## src/rtl/score_tally.sv

```systemverilog
// score_tally: turns the per-dropper hit/miss level vectors into the HUD
// figures (score, hit/miss counts, current and best combo) and tracks the
// round state from the keyboard (0x2C starts a round, 0x01 returns to idle).
//
// Optional build macro: COMBO_BONUS_EN. When defined, a frame whose combo
// reaches BONUS_THRESH scores double points for each of that frame's hits.
//
// Ports:
//   frame_clk  in   frame-rate clock, all state updates on its rising edge
//   Reset      in   asynchronous active-high reset
//   keycode    in   primary USB keycode
//   hit_in     in   per-dropper hit level (NUM_DROPS bits)
//   miss_in    in   per-dropper miss level (NUM_DROPS bits)
//   score      out  running score, binary, clamped to SCORE_MAX
//   hit_count  out  hits this round, saturating at 255
//   miss_count out  misses this round, saturating at 255
//   combo      out  current consecutive-hit count, saturating at 255
//   max_combo  out  best combo this round
//   playing    out  high while in PLAY
//   game_over  out  high while in DONE
module score_tally #(
    parameter int unsigned NUM_DROPS    = 32,
    parameter int unsigned POINTS       = 10,
    parameter int unsigned SCORE_MAX    = 9999,
    parameter int unsigned BONUS_THRESH = 5
) (
    input  logic                 frame_clk,
    input  logic                 Reset,
    input  logic [7:0]           keycode,
    input  logic [NUM_DROPS-1:0] hit_in,
    input  logic [NUM_DROPS-1:0] miss_in,
    output logic [15:0]          score,
    output logic [7:0]           hit_count,
    output logic [7:0]           miss_count,
    output logic [7:0]           combo,
    output logic [7:0]           max_combo,
    output logic                 playing,
    output logic                 game_over
);

    localparam int unsigned CW        = $clog2(NUM_DROPS + 1);
    localparam logic [7:0]  KEY_START = 8'h2C;
    localparam logic [7:0]  KEY_IDLE  = 8'h01;

    // Reject configurations the fixed-width outputs cannot represent.
    if (NUM_DROPS == 0 || SCORE_MAX > 65535 || BONUS_THRESH > 255) begin : g_bad_params
        $error("score_tally: unsupported parameter values");
    end

    typedef enum logic [1:0] {
        S_IDLE,
        S_PLAY,
        S_DONE
    } state_t;

    state_t               r_state;
    state_t               w_state_next;
    logic [NUM_DROPS-1:0] r_hit_q;
    logic [NUM_DROPS-1:0] r_miss_q;
    logic [15:0]          r_score;
    logic [7:0]           r_hit_count;
    logic [7:0]           r_miss_count;
    logic [7:0]           r_combo;
    logic [7:0]           r_max_combo;
    logic                 r_playing;
    logic                 r_game_over;

    logic [NUM_DROPS-1:0] w_rise_h;
    logic [NUM_DROPS-1:0] w_rise_m;
    logic [CW-1:0]        w_nh;
    logic [CW-1:0]        w_nm;
    logic [7:0]           w_combo_base;
    logic [7:0]           w_combo_next;
    logic [7:0]           w_max_next;
    logic [7:0]           w_hit_next;
    logic [7:0]           w_miss_next;
    logic [19:0]          w_pts;
    logic [19:0]          w_score_sum;
    logic [15:0]          w_score_next;
    logic                 w_all_resolved;

    function automatic logic [7:0] sat8(input logic [15:0] v);
        return (v > 16'd255) ? 8'hFF : v[7:0];
    endfunction

    // A lane raising hit and miss together is a hit only, so miss is masked
    // by the live hit level rather than by the registered one.
    always_comb begin
        w_rise_h = hit_in & ~r_hit_q;
        w_rise_m = miss_in & ~r_miss_q & ~hit_in;
        w_nh     = '0;
        w_nm     = '0;
        for (int unsigned i = 0; i < NUM_DROPS; i++) begin
            w_nh = w_nh + CW'(w_rise_h[i]);
            w_nm = w_nm + CW'(w_rise_m[i]);
        end
    end

    // Misses in a frame break the combo before that frame's hits are added.
    always_comb begin
        w_combo_base = (w_nm != '0) ? '0 : r_combo;
        w_combo_next = sat8(16'(w_combo_base) + 16'(w_nh));
        w_max_next   = (w_combo_next > r_max_combo) ? w_combo_next : r_max_combo;
        w_hit_next   = sat8(16'(r_hit_count) + 16'(w_nh));
        w_miss_next  = sat8(16'(r_miss_count) + 16'(w_nm));
`ifdef COMBO_BONUS_EN
        w_pts = (32'(w_combo_next) >= BONUS_THRESH) ? 20'(2 * POINTS) : 20'(POINTS);
`else
        w_pts = 20'(POINTS);
`endif
        w_score_sum  = 20'(r_score) + 20'(w_nh) * w_pts;
        w_score_next = (w_score_sum > 20'(SCORE_MAX)) ? 16'(SCORE_MAX) : w_score_sum[15:0];
    end

    assign w_all_resolved = &(hit_in | miss_in);

    always_comb begin
        w_state_next = r_state;
        case (r_state)
            S_IDLE: begin
                if (keycode == KEY_START) begin
                    w_state_next = S_PLAY;
                end
            end
            S_PLAY: begin
                if (keycode == KEY_IDLE) begin
                    w_state_next = S_IDLE;
                end else if (w_all_resolved) begin
                    w_state_next = S_DONE;
                end
            end
            S_DONE: begin
                if (keycode == KEY_IDLE) begin
                    w_state_next = S_IDLE;
                end
            end
            default: w_state_next = S_IDLE;
        endcase
    end

    // Counters clear on the edge that enters IDLE, so a same-frame rising hit
    // alongside 0x01 is discarded; DONE simply holds them.
    always_ff @(posedge frame_clk or posedge Reset) begin
        if (Reset) begin
            r_state      <= S_IDLE;
            r_hit_q      <= '0;
            r_miss_q     <= '0;
            r_score      <= '0;
            r_hit_count  <= '0;
            r_miss_count <= '0;
            r_combo      <= '0;
            r_max_combo  <= '0;
            r_playing    <= 1'b0;
            r_game_over  <= 1'b0;
        end else begin
            r_state     <= w_state_next;
            r_hit_q     <= hit_in;
            r_miss_q    <= miss_in;
            r_playing   <= (w_state_next == S_PLAY);
            r_game_over <= (w_state_next == S_DONE);
            if (w_state_next == S_IDLE) begin
                r_score      <= '0;
                r_hit_count  <= '0;
                r_miss_count <= '0;
                r_combo      <= '0;
                r_max_combo  <= '0;
            end else if (r_state == S_PLAY) begin
                r_score      <= w_score_next;
                r_hit_count  <= w_hit_next;
                r_miss_count <= w_miss_next;
                r_combo      <= w_combo_next;
                r_max_combo  <= w_max_next;
            end
        end
    end

    assign score      = r_score;
    assign hit_count  = r_hit_count;
    assign miss_count = r_miss_count;
    assign combo      = r_combo;
    assign max_combo  = r_max_combo;
    assign playing    = r_playing;
    assign game_over  = r_game_over;

endmodule

```

## config.mk

```make
export PLATFORM = sky130hd
export DESIGN_NAME = score_tally
export DESIGN_NICKNAME = d
export VERILOG_FILES = /design/src/rtl/score_tally.sv
export SDC_FILE = /design/constraint.sdc
export NUM_CORES = 1
export LEC_CHECK = 0
export CELL_PAD_IN_SITES_DETAIL_PLACEMENT = 2
export CELL_PAD_IN_SITES_GLOBAL_PLACEMENT = 2
export CORE_ASPECT_RATIO = 1.4
export CORE_MARGIN = 2
export CORE_UTILIZATION = 35
export DETAILED_ROUTE_END_ITERATION = 8
export PLACE_DENSITY = 0.92
export SYNTH_ARGS = -nofsm -noshare
export SYNTH_HDL_FRONTEND = slang
export SYNTH_SLANG_ARGS = --single-unit
```

## constraint.sdc

```tcl
create_clock -name frame_clk -period 11.5 [get_ports frame_clk]
set_input_delay 1.725 -clock frame_clk [delete_from_list [all_inputs] [get_ports frame_clk]]
set_output_delay 1.725 -clock frame_clk [all_outputs]
set_load 0.05 [all_outputs]
```

Word level (Yosys, flattened, before mapping):

Cells that the tools add are included.

* add/subtract/negate cells: 66
* multiply operators: 1
* order comparisons: 5
* equality and inequality tests: 6
* multiplexer cells: 21
* bitwise gates (word level): 7
* reduce and logical (&&, ||, !) cells: 7

Operator list (number)
* 6-bit by 1-bit adder with 6-bit output: 52
* 8-bit two-way mux: 13
* 32-bit bitwise AND: 3
* 32-bit inverter: 3
* 16-bit two-way mux: 3
* 32-bit bitwise OR: 1
* 32-bit AND reduction: 1
* 8-bit by 6-bit adder with 9-bit output: 3
* 9-bit by 8-bit greater-than comparator with 1-bit output (second input constant): 3
* 16-bit by 10-bit adder with 17-bit output: 1
* 17-bit by 14-bit greater-than comparator with 1-bit output (second input constant): 1
* 5-bit by 1-bit adder with 6-bit output: 2
* 4-bit by 1-bit adder with 5-bit output: 2
* 6-bit by 3-bit multiplier with 9-bit output (second input constant): 1
* 3-bit by 1-bit adder with 4-bit output: 2
* 8-bit by 1-bit == test with 1-bit output (second input constant): 1
* 8-bit by 6-bit == test with 1-bit output (second input constant): 1
* 8-bit greater-than comparator: 1
* 2-bit two-way mux: 4
* 2-bit by 1-bit adder with 3-bit output: 2
* 2-bit case mux with 3 select lines: 1
* 6-bit nonzero test: 1
* 1-bit by 1-bit adder with 2-bit output: 2
* 2-bit by 1-bit == test with 1-bit output (second input constant): 2
* 4 further kinds: 7

* flip-flop bits (word level): 116
* bits of input ports: 74
* output and inout bits: 50
* word-level logic and storage cells: 123

Logic depth before layout (Yosys ltp):

Gate-level depths: netlist of the first run.

* word-level depth: 43
* gate-level depth with buffers: 38
* gate-level depth less buffers: 37

Worst setup path before layout of the first run:

Ideal clock, no wire load.

* path type: input to register
* from: input port hit_in[17]
* to: register r_max_combo[1], in the netlist max_combo[1]
* library setup time: 0.132 ns
* data arrival time: 10.115 ns
* data required time: 11.368 ns
* path slack: 1.253 ns
* stages on the path: 34
* path buffers: 1
* cells stage by stage: or3b_2 -> fa_1 -> fa_1 -> inv_1 -> fa_1 -> inv_1 -> fa_1 -> fa_1 -> fa_1 -> inv_1 -> ha_1 -> fa_1 -> xor2_1 -> or3_1 -> a2111oi_4 -> and2_1 -> ha_1 -> inv_1 -> fa_1 -> nor2b_1 -> o21a_1 -> o21ai_0 -> a21boi_0 -> o2111a_1 -> o21bai_1 -> ha_1 -> a21o_1 -> a21o_1 -> a21oi_1 -> o21ai_0 -> o211a_1 -> buf_1 -> mux2i_1 -> nor2_1

* longest elaborated chain between the ends: 25
* elaborated cells between the ends (all ways): 51
* those cells by class: 31 x add/sub; 2 x order compare; 8 x mux; 4 x bitwise; 6 x reduce/logical

Ends and longest elaborated chain
* start: declaration: line 30 `input logic [NUM_DROPS-1:0] hit_in,`
* 32-bit inverter: line 90 `w_rise_m = miss_in & ~r_miss_q & ~hit_in;`
* 32-bit bitwise AND: line 90
* 6-bit by 1-bit adder with 6-bit output (15 in series): line 95 `w_nm = w_nm + CW'(w_rise_m[i]);`
* 6-bit nonzero test: line 101 `w_combo_base = (w_nm != '0) ? '0 : r_combo;`
* 8-bit two-way mux: line 101
* 8-bit by 6-bit adder with 9-bit output: line 102 `w_combo_next = sat8(16'(w_combo_base) + 16'(w_nh));`
* 9-bit by 8-bit greater-than comparator with 1-bit output: line 83 `return (v > 16'd255) ? 8'hFF : v[7:0];`
* 8-bit two-way mux: line 83
* 8-bit greater-than comparator / 8-bit two-way mux (equally long branches): line 103 `w_max_next = (w_combo_next > r_max_combo) ? w_combo_next : r_max_combo;`
* 2-bit nonzero test (no line) / 8-bit two-way mux (equally long branches)
* 2-bit AND reduction (no line) / 8-bit two-way mux (equally long branches)
* end signal: assignment: line 172 `r_max_combo <= w_max_next;`
* end: declaration: line 64 `logic [7:0] r_max_combo;`

Several ways; a longest one is shown, not always the timed one. The select of a mux whose other input is x is not followed.
A chain may end at the register's enable or synchronous reset.

Final worst setup path of the first run:

* from: input port miss_in[17]
* to: register r_max_combo[4], in the netlist max_combo[4]

* longest elaborated chain between the ends: 25
* elaborated cells between the ends (all ways): 35
* those cells by class: 16 x add/sub; 2 x order compare; 8 x mux; 3 x bitwise; 6 x reduce/logical

Ends and longest elaborated chain
* start: declaration: line 31 `input logic [NUM_DROPS-1:0] miss_in,`
* 32-bit bitwise AND (2 in series): line 90
* 6-bit by 1-bit adder with 6-bit output (15 in series): line 95
* 6-bit nonzero test: line 101
* 8-bit two-way mux: line 101
* 8-bit by 6-bit adder with 9-bit output: line 102
* 9-bit by 8-bit greater-than comparator with 1-bit output: line 83
* 8-bit two-way mux: line 83
* 8-bit greater-than comparator / 8-bit two-way mux (equally long branches): line 103
* 2-bit nonzero test (no line) / 8-bit two-way mux (equally long branches)
* 2-bit AND reduction (no line) / 8-bit two-way mux (equally long branches)

Several ways; a longest one is shown, not always the timed one. The select of a mux whose other input is x is not followed.

==> impl_metrics.csv, run 1 <==
group,metric,value,unit
die,floorplan.die.width,129.0,um
route,drt-vias-per-instance,5.236,
route,finalWirelength,28.69,mm
route,drc_errors,0,
synth,synth_compound_gate_area_share,13.81,%
place,detailedPlacementHpwl,20.79,mm
critical_path,r2r_slack,1.86,ns
place,placed_cells_incl_taps,1142,
synth,syn_avg_cell_area,10.47,um^2
critical_path,worst_setup_path_end_kind,"flop",
synth,async_reset_ff_share,100.0,%
clock_network,cts-buffers-inserted,17,
critical_path,start_kind,"input pin",
synth,post_synth_inst_count,731,
synth,synth_top_family_by_area,"adder cells",
hold_path,worst_hold_path_type,"reg2reg",
sta,maxClockFrequency,90.17,MHz
outcome,outcome,"finished, final reports clean",
die,start_util,35.27,%
critical_path,path_common_cell,"sky130_fd_sc_hd__fa_1",
die,die_h,179.0,um
synth,ys.flop_type,"sky130_fd_sc_hd__dfrtp_1",
clock_network,ctsHoldBuffers,0,
run,drv.max_cap_violation_count,0,
die,rows,64,
critical_path,worstReg2RegStart,"r_miss_q[17]$_DFF_PP0_",
hold_path,worstHoldPathCells,1,
grt,grt_overflow_total,0,
critical_path,r2r.worst_path.cells,33,
synth,syn_area,7655,um^2
synth,synth_xor_area_share,2.860,%
critical_path,cp_data_arrival_time,11.36,ns
route,first_iter_violations,257,
clock_network,tritoncts_clock_tree,"yes",
final_layout,stdcell_count,1176,
final_layout,area_delta_synth_final,29.81,%
synth,synth_simple_gate_area_share,15.87,%
clock_network,clock_sink_count,116,
sta,finalWorstPathRequiredPeriod,11.09,ns
grt,number_of_antenna_violations_at_the_first_check_in_global_routing,0,
grt,grt_first_pass_wirelength,43.56,mm
grt,pin_count_of_the_biggest_net_entering_global_routing,71,
sta,timing_max_transition_violations_final,0,
synth,synth_seq_cells,116,
grt,track_usage,25.87,%
synth,synthesis.yosys.warnings,0,
synth,post_synth_mux_area_share,1.324,%
sta,hold_viol,0,
clock_network,cts.root.buffer_cell,"sky130_fd_sc_hd__clkbuf_16",
critical_path,worst_path_max_delay_cell,"sky130_fd_sc_hd__fa_1",
final_layout,antenna_cells_inserted,0,
final_layout,post_route_cells_drive_above_1_share,8.987,%
sta,timing.max_slew.rel_slack,18.65,%
place,globalplace.congestion,0.8501,
grt,grt_pass1_vias,7470,
clock_network,clkTransAtPathRegs,0.06,ns
final_layout,final_area,9937,um^2
clock_network,cts.path.max_buffers,2,
hold_path,min_from,"score[15]$_DFFE_PP0P_",
route,routed_wire_length_per_instance,24.40,um
critical_path,path_max_fanout,9,
final_layout,util_after_layout,45.79,%
route,via_count,6158,
route,antenna_left,0,
critical_path,critPathMaxStageDelay,0.62,ns
critical_path,worst_ep_required_time,11.77,ns
synth,synth-edff-count,0,
sta,worst_pin_slew,1.218,ns
synth,synth_cell_type_count,63,
synth,synth_seq_area_share,37.92,%
clock_network,max_h_tree_level,4,
critical_path,worst-setup-path-type,"in2reg",
hold_path,min_to,"score[15]$_DFFE_PP0P_",
sta,final.setup_skew,0.009968,ns
route,drt_first_pass_iters,4,
die,die-area,23090,um^2
place,place_area,9230,um^2
synth,post_synth_fa_ha_maj_area_fraction,23.18,%
place,port_buffers,123,
synth,postSynthNetCount,915,
clock_network,clock_latency,0.43,ns
sta,setup_violations,0,
sta,fin_crit_sh,96.44,%
final_layout,layout.nets,1050,
die,num_io_pins,124,
die,core_area,21700,um^2
sta,fin_hold_ws,0.5230,ns
critical_path,regToRegEndpoint,"max_combo[4]$_DFFE_PP0P_",
synth_stat cells, types with 8 or more instances:
cell type / count / area share (%)
sky130_fd_sc_hd__nor2b_1: 25 / 2.0
sky130_fd_sc_hd__inv_1: 81 / 4.0
sky130_fd_sc_hd__or3b_2: 15 / 1.7
sky130_fd_sc_hd__a21o_1: 13 / 1.3
sky130_fd_sc_hd__nand2_1: 30 / 1.5
sky130_fd_sc_hd__a211oi_1: 12 / 1.2
sky130_fd_sc_hd__fa_1: 53 / 14
sky130_fd_sc_hd__nand2b_1: 25 / 2.0
sky130_fd_sc_hd__o21a_1: 8 / 0.78
sky130_fd_sc_hd__nor3_1: 18 / 1.2
sky130_fd_sc_hd__and2_1: 10 / 0.82
sky130_fd_sc_hd__o22ai_1: 23 / 1.9
sky130_fd_sc_hd__xnor2_1: 15 / 1.7
sky130_fd_sc_hd__ha_1: 57 / 9.3
sky130_fd_sc_hd__a21oi_1: 34 / 2.2
sky130_fd_sc_hd__xor2_1: 10 / 1.1
sky130_fd_sc_hd__o21ai_0: 13 / 0.85
sky130_fd_sc_hd__dfrtp_1: 116 / 38
sky130_fd_sc_hd__nor2_1: 77 / 3.8
sky130_fd_sc_hd__mux2i_1: 9 / 1.2
sky130_fd_sc_hd__clkbuf_1: 9 / 0.44
registers in the layout, indices dropped and copies added (netlist names):
register,cells
r_hit_q,32
r_miss_q,32
score,16
combo,8
hit_count,8
max_combo,8
miss_count,8
r_state,2
game_over,1
playing,1
how the worst max path moves through the flow:
stage                start                        to  slack (ns)
2_1_floorplan   hit_in[17]  max_combo[1]$_DFFE_PP0P_        1.25
3_3_place_gp   miss_in[17]  max_combo[5]$_DFFE_PP0P_        0.36
3_5_place_dp   miss_in[17]  max_combo[4]$_DFFE_PP0P_       -0.40
4_1_cts        miss_in[17]  max_combo[4]$_DFFE_PP0P_        0.05
5_1_grt        miss_in[17]  max_combo[4]$_DFFE_PP0P_       -0.01
6_report       miss_in[17]  max_combo[4]$_DFFE_PP0P_        0.41
layer usage:
layer | global-route usage [%] | vias to the layer above | share of wire (%)
li1 | - | 2764 | -
met1 | 24.82 | 3163 | 34
met2 | 51.15 | 160 | 58
met3 | 4.297 | 71 | 2.9
met4 | 14.36 | 0 | 5.2
met5 | 0 | - | 0
critical path: cells and delay by family:
kind | cells | cell delay, ns
AOI/OAI and AO/OA | 11 | 2.23
muxes | 1 | 0.21
and+or+nand+nor | 5 | 1.39
buffers and inverters | 5 | 0.78
xor gates and xnor gates | 1 | 0.18
adders and majority gates | 11 | 4.83
through the flow:
stage / setup TNS (ns) / setup WS (ns)
2_1_floorplan: 0 / 1.253
3_3_place_gp: 0 / 0.3618
3_5_place_dp: -2.740 / -0.3955
4_1_cts: 0 / 0.04951
5_1_grt: -0.01795 / -0.01122
6_report: 0 / 0.4098
cell families (layout without fill, tap and decap cells):
logic type	after synthesis	after routing
DFF	116	116
muxes	10	10
adders and majority gates	110	110
AOI/OAI and AO/OA	145	145
buffers and inverters	95	243
xor gates and xnor gates	25	25
and+or+nand+nor	230	230
cells in the final DEF, fill, tap and decap left out, drive strengths merged, types with 2 or more instances in the layout:
| cell | n |
|---|---|
| a21o | 16 |
| nor2 | 77 |
| nand2b | 25 |
| nor3 | 18 |
| or3 | 3 |
| a2111oi | 3 |
| xnor2 | 15 |
| o211ai | 4 |
| bufinv | 6 |
| and2 | 11 |
| or3b | 15 |
| nand2 | 30 |
| nor3b | 7 |
| o211a | 3 |
| and3 | 2 |
| o22ai | 23 |
| nor2b | 25 |
| a22o | 3 |
| a41oi | 2 |
| nor4 | 5 |
| a211oi | 12 |
| inv | 83 |
| clkinv | 6 |
| a21oi | 34 |
| mux2i | 9 |
| nand3 | 6 |
| xor2 | 10 |
| o21bai | 7 |
| o21ai | 15 |
| o2111a | 2 |
| fa | 53 |
| buf | 7 |
| o221a | 2 |
| clkdlybuf4s50 | 123 |
| ha | 57 |
| clkbuf | 17 |
| o21a | 8 |
| nand4 | 3 |
| dfrtp | 116 |
cell type report:
class	count	area (um^2)
tap	297	371.6
clock inverter	15	254.0
sequential	116	2903
timing repair buffer	130	1284
multi-input combinational	520	4393
fill	2235	11760
clock buffer	17	425.4
inverter	81	306.5
what timing repair did:
action / 4_1_cts / 5_1_grt
buffers inserted: 1 / 1
hold endpoints to repair: 0 / 0
endpoints found under the setup margin: 8 / 8
resized for setup: 1 / 5
pin swaps: 1 / 3
Power of run 1 is not shown: default switching activity piles up to over one toggle a cycle in this logic, so the estimate is an artifact.
==> run 2: changes to the inputs <==
- PLACE_DENSITY: 0.92 -> unset
- PLACE_DENSITY_LB_ADDON: unset -> 0.12
==> run 2 against run 1 <==
  * Setup slack better by 0.18 ns
  * Core utilization down 0.42 points
  * Critical path type unchanged
  * Clock skew up 0.0025 ns
  * Largest cell class unchanged
  * Sequential share of layout area up 0.27 points
  * Die area unchanged
  * Clock-buffer cell count up 3
  * Flip-flop and latch count unchanged
  * Via count down 2.8%
  * First-iteration DRC count down 24%
  * Critical path depth unchanged
  * Worst hold slack worse by 0.0061 ns
==> impl_metrics.csv, run 2 (same netlist as run 1, synthesis figures left out) <==
group,metric,value,unit
place,detailedPlacementHpwl,18.68,mm
critical_path,worst-setup-path-type,"in2reg",
die,die-area,23090,um^2
die,floorplan.die.width,129.0,um
clock_network,tritoncts_clock_tree,"yes",
die,rows,64,
critical_path,worst_setup_path_end_kind,"flop",
clock_network,ctsHoldBuffers,0,
critical_path,worst_path_dominant_cell_family,"adder cells",
critical_path,path_max_fanout,9,
grt,number_of_antenna_violations_at_the_first_check_in_global_routing,0,
sta,maxClockFrequency,91.68,MHz
route,routed_wire_length_per_instance,20.81,um
outcome,outcome,"finished, final reports clean",
grt,track_usage,22.53,%
final_layout,final.fill_count,2267,
route,drc_errors,0,
grt,grt_overflow_total,0,
final_layout,area_delta_synth_final,28.64,%
final_layout,most_common_cell_after_layout_fill_and_taps_aside,"sky130_fd_sc_hd__clkdlybuf4s50_1",
final_layout,area_occupied_by_multi_input_gates,4373,um^2
route,antenna_left,0,
die,start_util,35.27,%
clock_network,clock_latency,0.42,ns
clock_network,cts-buffers-inserted,17,
clock_network,cts.root.buffer_cell,"sky130_fd_sc_hd__clkbuf_16",
critical_path,cp_data_arrival_time,11.20,ns
route,via_count,5985,
clock_network,cts.path.max_buffers,2,
grt,pin_count_of_the_biggest_net_entering_global_routing,65,
grt,grt_first_pass_wirelength,39.28,mm
sta,finalWorstPathRequiredPeriod,10.91,ns
sta,unrepaired_setup_endpoints_after_global_routing,"false",
sta,worst_pin_slew,0.8828,ns
grt,grt_pass1_vias,7073,
place,globalplace.congestion,0.8195,
sta,fin_crit_sh,94.85,%
clock_network,clkTransAtPathRegs,0.06,ns
hold_path,worst_hold_path_type,"reg2reg",
sta,timing_max_transition_violations_final,0,
critical_path,start_kind,"input pin",
run,drv.max_cap_violation_count,0,
sta,hold_viol,0,
critical_path,path_common_cell,"sky130_fd_sc_hd__fa_1",
critical_path,critPathMaxStageDelay,0.56,ns
clock_network,max_h_tree_level,4,
final_layout,sequential_cell_area,2903,um^2
critical_path,worst_path_max_delay_cell,"sky130_fd_sc_hd__fa_1",
die,die_h,179.0,um
sta,finalSetupTns,0,ns
final_layout,post_route_cells_drive_above_1_share,8.324,%
final_layout,layout_common_cells,"123 x sky130_fd_sc_hd__clkdlybuf4s50_1, 116 x sky130_fd_sc_hd__dfrtp_1, 80 x sky130_fd_sc_hd__inv_1",
die,num_io_pins,124,
route,drt-vias-per-instance,5.098,
sta,timing.max_slew.rel_slack,41.14,%
route,first_iter_violations,195,
clock_network,clock_sink_count,116,
critical_path,worst_ep_required_time,11.79,ns
critical_path,cp_num_buf_inv,5,
final_layout,layout.nets,1048,
place,port_buffers,123,
final_layout,antenna_cells_inserted,0,
route,drt_first_pass_iters,4,
route,finalWirelength,24.43,mm
sta,final.setup_skew,0.01245,ns
sta,setup_violations,0,
die,core_area,21700,um^2
run 2: cell types whose count changed in the layout (fill, tap and decap cells not counted), moves of 2 or more:
cell,before,now
sky130_fd_sc_hd__clkinv_2,1,3
sky130_fd_sc_hd__clkinv_4,5,2
sky130_fd_sc_hd__buf_4,7,5
sky130_fd_sc_hd__bufinv_16,6,4
sky130_fd_sc_hd__clkbuf_1,0,2
run 2: what timing repair did:
action	in CTS	in global routing
setup buffers	0	0
resized for setup	0	2
setup endpoints to repair	0	8
run 2: path summary, 6_finish.rpt:
check | from | endpoint | slack (ns) | cells past startpoint
max in group asynchronous | Reset | r_hit_q[16]$_DFF_PP0_ | 8.40 | 3
hold reg to reg | score[15]$_DFFE_PP0P_ | score[15]$_DFFE_PP0P_ | 0.52 | 1
setup reg to reg | r_miss_q[21]$_DFF_PP0_ | max_combo[6]$_DFFE_PP0P_ | 2.08 | 33
min in group asynchronous | Reset | score[7]$_DFFE_PP0P_ | 1.77 | 2
hold / removal | score[15]$_DFFE_PP0P_ | score[15]$_DFFE_PP0P_ | 0.52 | 1
setup / recovery | miss_in[21] | max_combo[6]$_DFFE_PP0P_ | 0.59 | 34
run 2: worst register-to-register path: cells and delay by family (launching register included):
kind,cells,cell delay (ns)
compound gates,9,2.14
mux,1,0.23
fa+ha+maj,10,4.39
xor+xnor,1,0.18
simple gates,8,1.61
buf+inv,4,0.40
flops,1,0.39
run 2: final cells by class:
| class | instances | area share [%] |
|---|---|---|
| clock buffers | 20 | 4.536 |
| flip-flops and latches | 116 | 29.48 |
| inverters | 81 | 3.113 |
| well taps | 297 | 3.774 |
| multi-input cells | 520 | 44.41 |
| clock inverters | 12 | 1.804 |
| repair buffers | 128 | 12.88 |
run 2: stage by stage:
step	instances	hold slack (ns)	instance area [um^2]	util (%)	worst slack (ns)
3_3_place_gp	1142	0.5042	9223	42.50	0.4237
3_5_place_dp	1142	0.5050	9223	42.50	0.07743
5_1_grt	1174	0.5500	9847	45.38	0.002626
6_report	1174	0.5168	9847	45.38	0.5924
2_1_floorplan	731	0.5864	7655	-	1.253
4_1_cts	1174	0.5227	9847	45.38	0.4152
run 2: routing by layer:
metal	GRT usage (%)	wire (um)
met5	0	0
met3	3.551	699
met1	24.32	9291
met4	8.560	701
met2	43.47	13740
Power of run 2 is left out for the same reason.
==> run 3: changes to the inputs <==
- ABC_AREA: unset -> 1
- CAP_MARGIN: unset -> 5
- clock period: 11.5 -> 12.8 ns (I/O delays scaled with it)
==> run 3 against run 2 <==
  * Core utilization hardly changed
  * Clock skew is 0.0035 ns lower
  * Critical path depth is 1 higher
  * Flip-flop and latch count stayed put
  * Clock-buffer cell count is 2 higher
  * Sequential share of layout area is 1.2 points lower
  * Non-clock buffer count is 4 lower
  * Highest routed layer unchanged
==> impl_metrics.csv, run 3 <==
group,metric,value,unit
final_layout,area_delta_synth_final,27.00,%
place,detailedPlacementHpwl,21.69,mm
run,drv.max_cap_violation_count,0,
sta,setup_violations,0,
critical_path,critPathMaxStageDelay,0.58,ns
final_layout,post_route_cells_drive_above_1_share,5.762,%
synth,postSynthNetCount,1164,
clock_network,max_h_tree_level,4,
hold_path,worst_hold_path_type,"reg2reg",
route,highest_layer,"met4",
grt,grt_pass1_vias,8194,
synth,synth_seq_cells,116,
place,dpl_worst_slack,1.993,ns
synth,synthesis.yosys.warnings,0,
synth,cell_types_occupying_the_most_area_after_synthesis,"sky130_fd_sc_hd__dfrtp_1 36%, sky130_fd_sc_hd__fa_1 13%, sky130_fd_sc_hd__nand2_1 11%",
route,first_iter_violations,135,
synth,synth-edff-count,0,
synth,syn_avg_cell_area,8.243,um^2
sta,unrepaired_setup_endpoints_after_global_routing,"false",
sta,finalWorstPathRequiredPeriod,10.27,ns
critical_path,worst_path_max_delay_cell,"sky130_fd_sc_hd__fa_1",
final_layout,antenna_cells_inserted,0,
route,finalWirelength,27.32,mm
synth,synth_cell_type_count,40,
grt,pin_count_of_the_biggest_net_entering_global_routing,66,
clock_network,clock_latency,0.44,ns
clock_network,clock_sink_count,116,
place,port_buffers,123,
final_layout,final.fill_count,2630,
synth,ys.flop_type,"sky130_fd_sc_hd__dfrtp_1",
clock_network,cts-buffers-inserted,17,
clock_network,cts-resized-gates,0,
grt,number_of_antenna_violations_at_the_first_check_in_global_routing,0,
synth,post_synth_inst_count,980,
grt,track_usage,23.90,%
critical_path,cp_data_arrival_time,10.63,ns
die,start_util,35.73,%
route,wl_met3,601,um
clock_network,clkTransAtPathRegs,0.05,ns
die,core_area,22610,um^2
clock_network,ctsHoldBuffers,0,
route,wl_met1,9.416,mm
die,floorplan.die.width,132.4,um
critical_path,worst-setup-path-type,"in2reg",
sta,fin_hold_ws,0.4928,ns
clock_network,cts.root.buffer_cell,"sky130_fd_sc_hd__clkbuf_16",
synth,async_reset_ff_share,100.0,%
die,die_h,183.8,um
final_layout,most_common_cell_after_layout_fill_and_taps_aside,"sky130_fd_sc_hd__nand2_1",
sta,maxClockFrequency,97.41,MHz
critical_path,worst_ep_required_time,13.16,ns
place,placed_cells_incl_taps,1398,
synth,yosysMostFrequentCell,"sky130_fd_sc_hd__nand2_1",
synth,yosysTopAreaCell,"sky130_fd_sc_hd__dfrtp_1",
clock_network,cts.path.max_buffers,2,
critical_path,path_common_cell,"sky130_fd_sc_hd__fa_1",
outcome,outcome,"finished, final reports clean",
critical_path,start_kind,"input pin",
sta,worst_pin_slew,0.9242,ns
synth,area_share_of_the_largest_cell_type_after_synthesis,35.94,%
synth,synth_commonest_cells,"241 x sky130_fd_sc_hd__nand2_1, 203 x sky130_fd_sc_hd__inv_1, 116 x sky130_fd_sc_hd__dfrtp_1",
place,globalplace.congestion,0.8085,
clock_network,postCtsSetupBuffers,0,
final_layout,layout_common_cells,"241 x sky130_fd_sc_hd__nand2_1, 202 x sky130_fd_sc_hd__inv_1, 123 x sky130_fd_sc_hd__clkdlybuf4s50_1",
sta,fin_crit_sh,80.20,%
grt,grt_first_pass_wirelength,43.87,mm
die,die-area,24330,um^2
critical_path,path_max_fanout,7,
route,antenna_left,0,
die,num_io_pins,124,
die,rows,65,
sta,fin_ws,2.534,ns
synth,synth_seq_area_share,35.94,%
route,drc_errors,0,
final_layout,stdcell_count,1429,
sta,finalSetupTns,0,ns
route,drt-vias-per-instance,4.929,
grt,grt_overflow_total,0,
sta,hold_viol,0,
clock_network,tritoncts_clock_tree,"yes",
sta,final.setup_skew,0.008936,ns
route,via_count,7044,
synth,syn_area,8078,um^2
sta,timing_max_transition_violations_final,0,
route,routed_wire_length_per_instance,19.12,um
route,drt_first_pass_iters,5,
route,met2_wirelength,16.28,mm
final_layout,layout.nets,1300,
critical_path,worst_setup_path_end_kind,"flop",
sta,timing.max_slew.rel_slack,38.38,%
-- run 3: through the flow --
stage	instance area, um^2	utilization (%)
finish	10260	45.37
floorplan	8078	-
detailed placement	9642	42.65
global route	10260	45.37
global placement	9642	42.65
CTS	10260	45.37
-- run 3: metal layers --
metal  global-route usage, %  vias up
met5                       0        -
met4                   10.67        0
met3                   3.639       54
met2                   48.87      129
met1                   23.10     3563
li1                        -     3298
-- run 3: cell type report --
| cell class | count | area (um^2) | share of cell area, % |
|---|---|---|---|
| multi-input cells | 650 | 4342 | 42.32 |
| flip-flops and latches | 116 | 2903 | 28.30 |
| repair buffers | 124 | 1239 | 12.07 |
| inverters | 207 | 782.0 | 7.623 |
| clock buffers | 22 | 464.2 | 4.525 |
| well taps | 301 | 376.6 | 3.671 |
| clock inverters | 9 | 152.6 | 1.488 |
-- run 3: cells by family (layout without fill, tap and decap cells) --
kind of cell	count (synthesis)	in the layout	synth area share (%)
xor+xnor	17	17	1.843
simple gates	438	438	24.10
compound gates	85	85	5.839
fa+ha+maj	110	110	21.96
buf+inv	214	362	10.32
flops	116	116	35.94
-- run 3: worst paths after layout --
| check | startpoint | endpoint | slack (ns) | cells past startpoint |
|---|---|---|---|---|
| worst max-delay path | hit_in[17] | score[8]$_DFFE_PP0P_ | 2.53 | 35 |
| worst min-delay path | score[0]$_DFFE_PP0P_ | score[0]$_DFFE_PP0P_ | 0.49 | 2 |
| worst max register to register | r_miss_q[17]$_DFF_PP0_ | max_combo[5]$_DFFE_PP0P_ | 4.20 | 38 |
| worst min register to register | score[0]$_DFFE_PP0P_ | score[0]$_DFFE_PP0P_ | 0.49 | 2 |
| max in group asynchronous | Reset | max_combo[4]$_DFFE_PP0P_ | 9.50 | 3 |
| min in group asynchronous | Reset | r_hit_q[18]$_DFF_PP0_ | 1.93 | 2 |
-- run 3: worst max-delay path, delay by kind of cell --
family	cells	cell delay, ns
adder cells (fa/ha/maj)	11	5.05
AND/OR/NAND/NOR	13	1.71
buffers and inverters	5	0.76
XOR/XNOR	3	0.74
AO/OA/AOI/OAI	3	0.45
Power of run 3 is left out for the same reason.
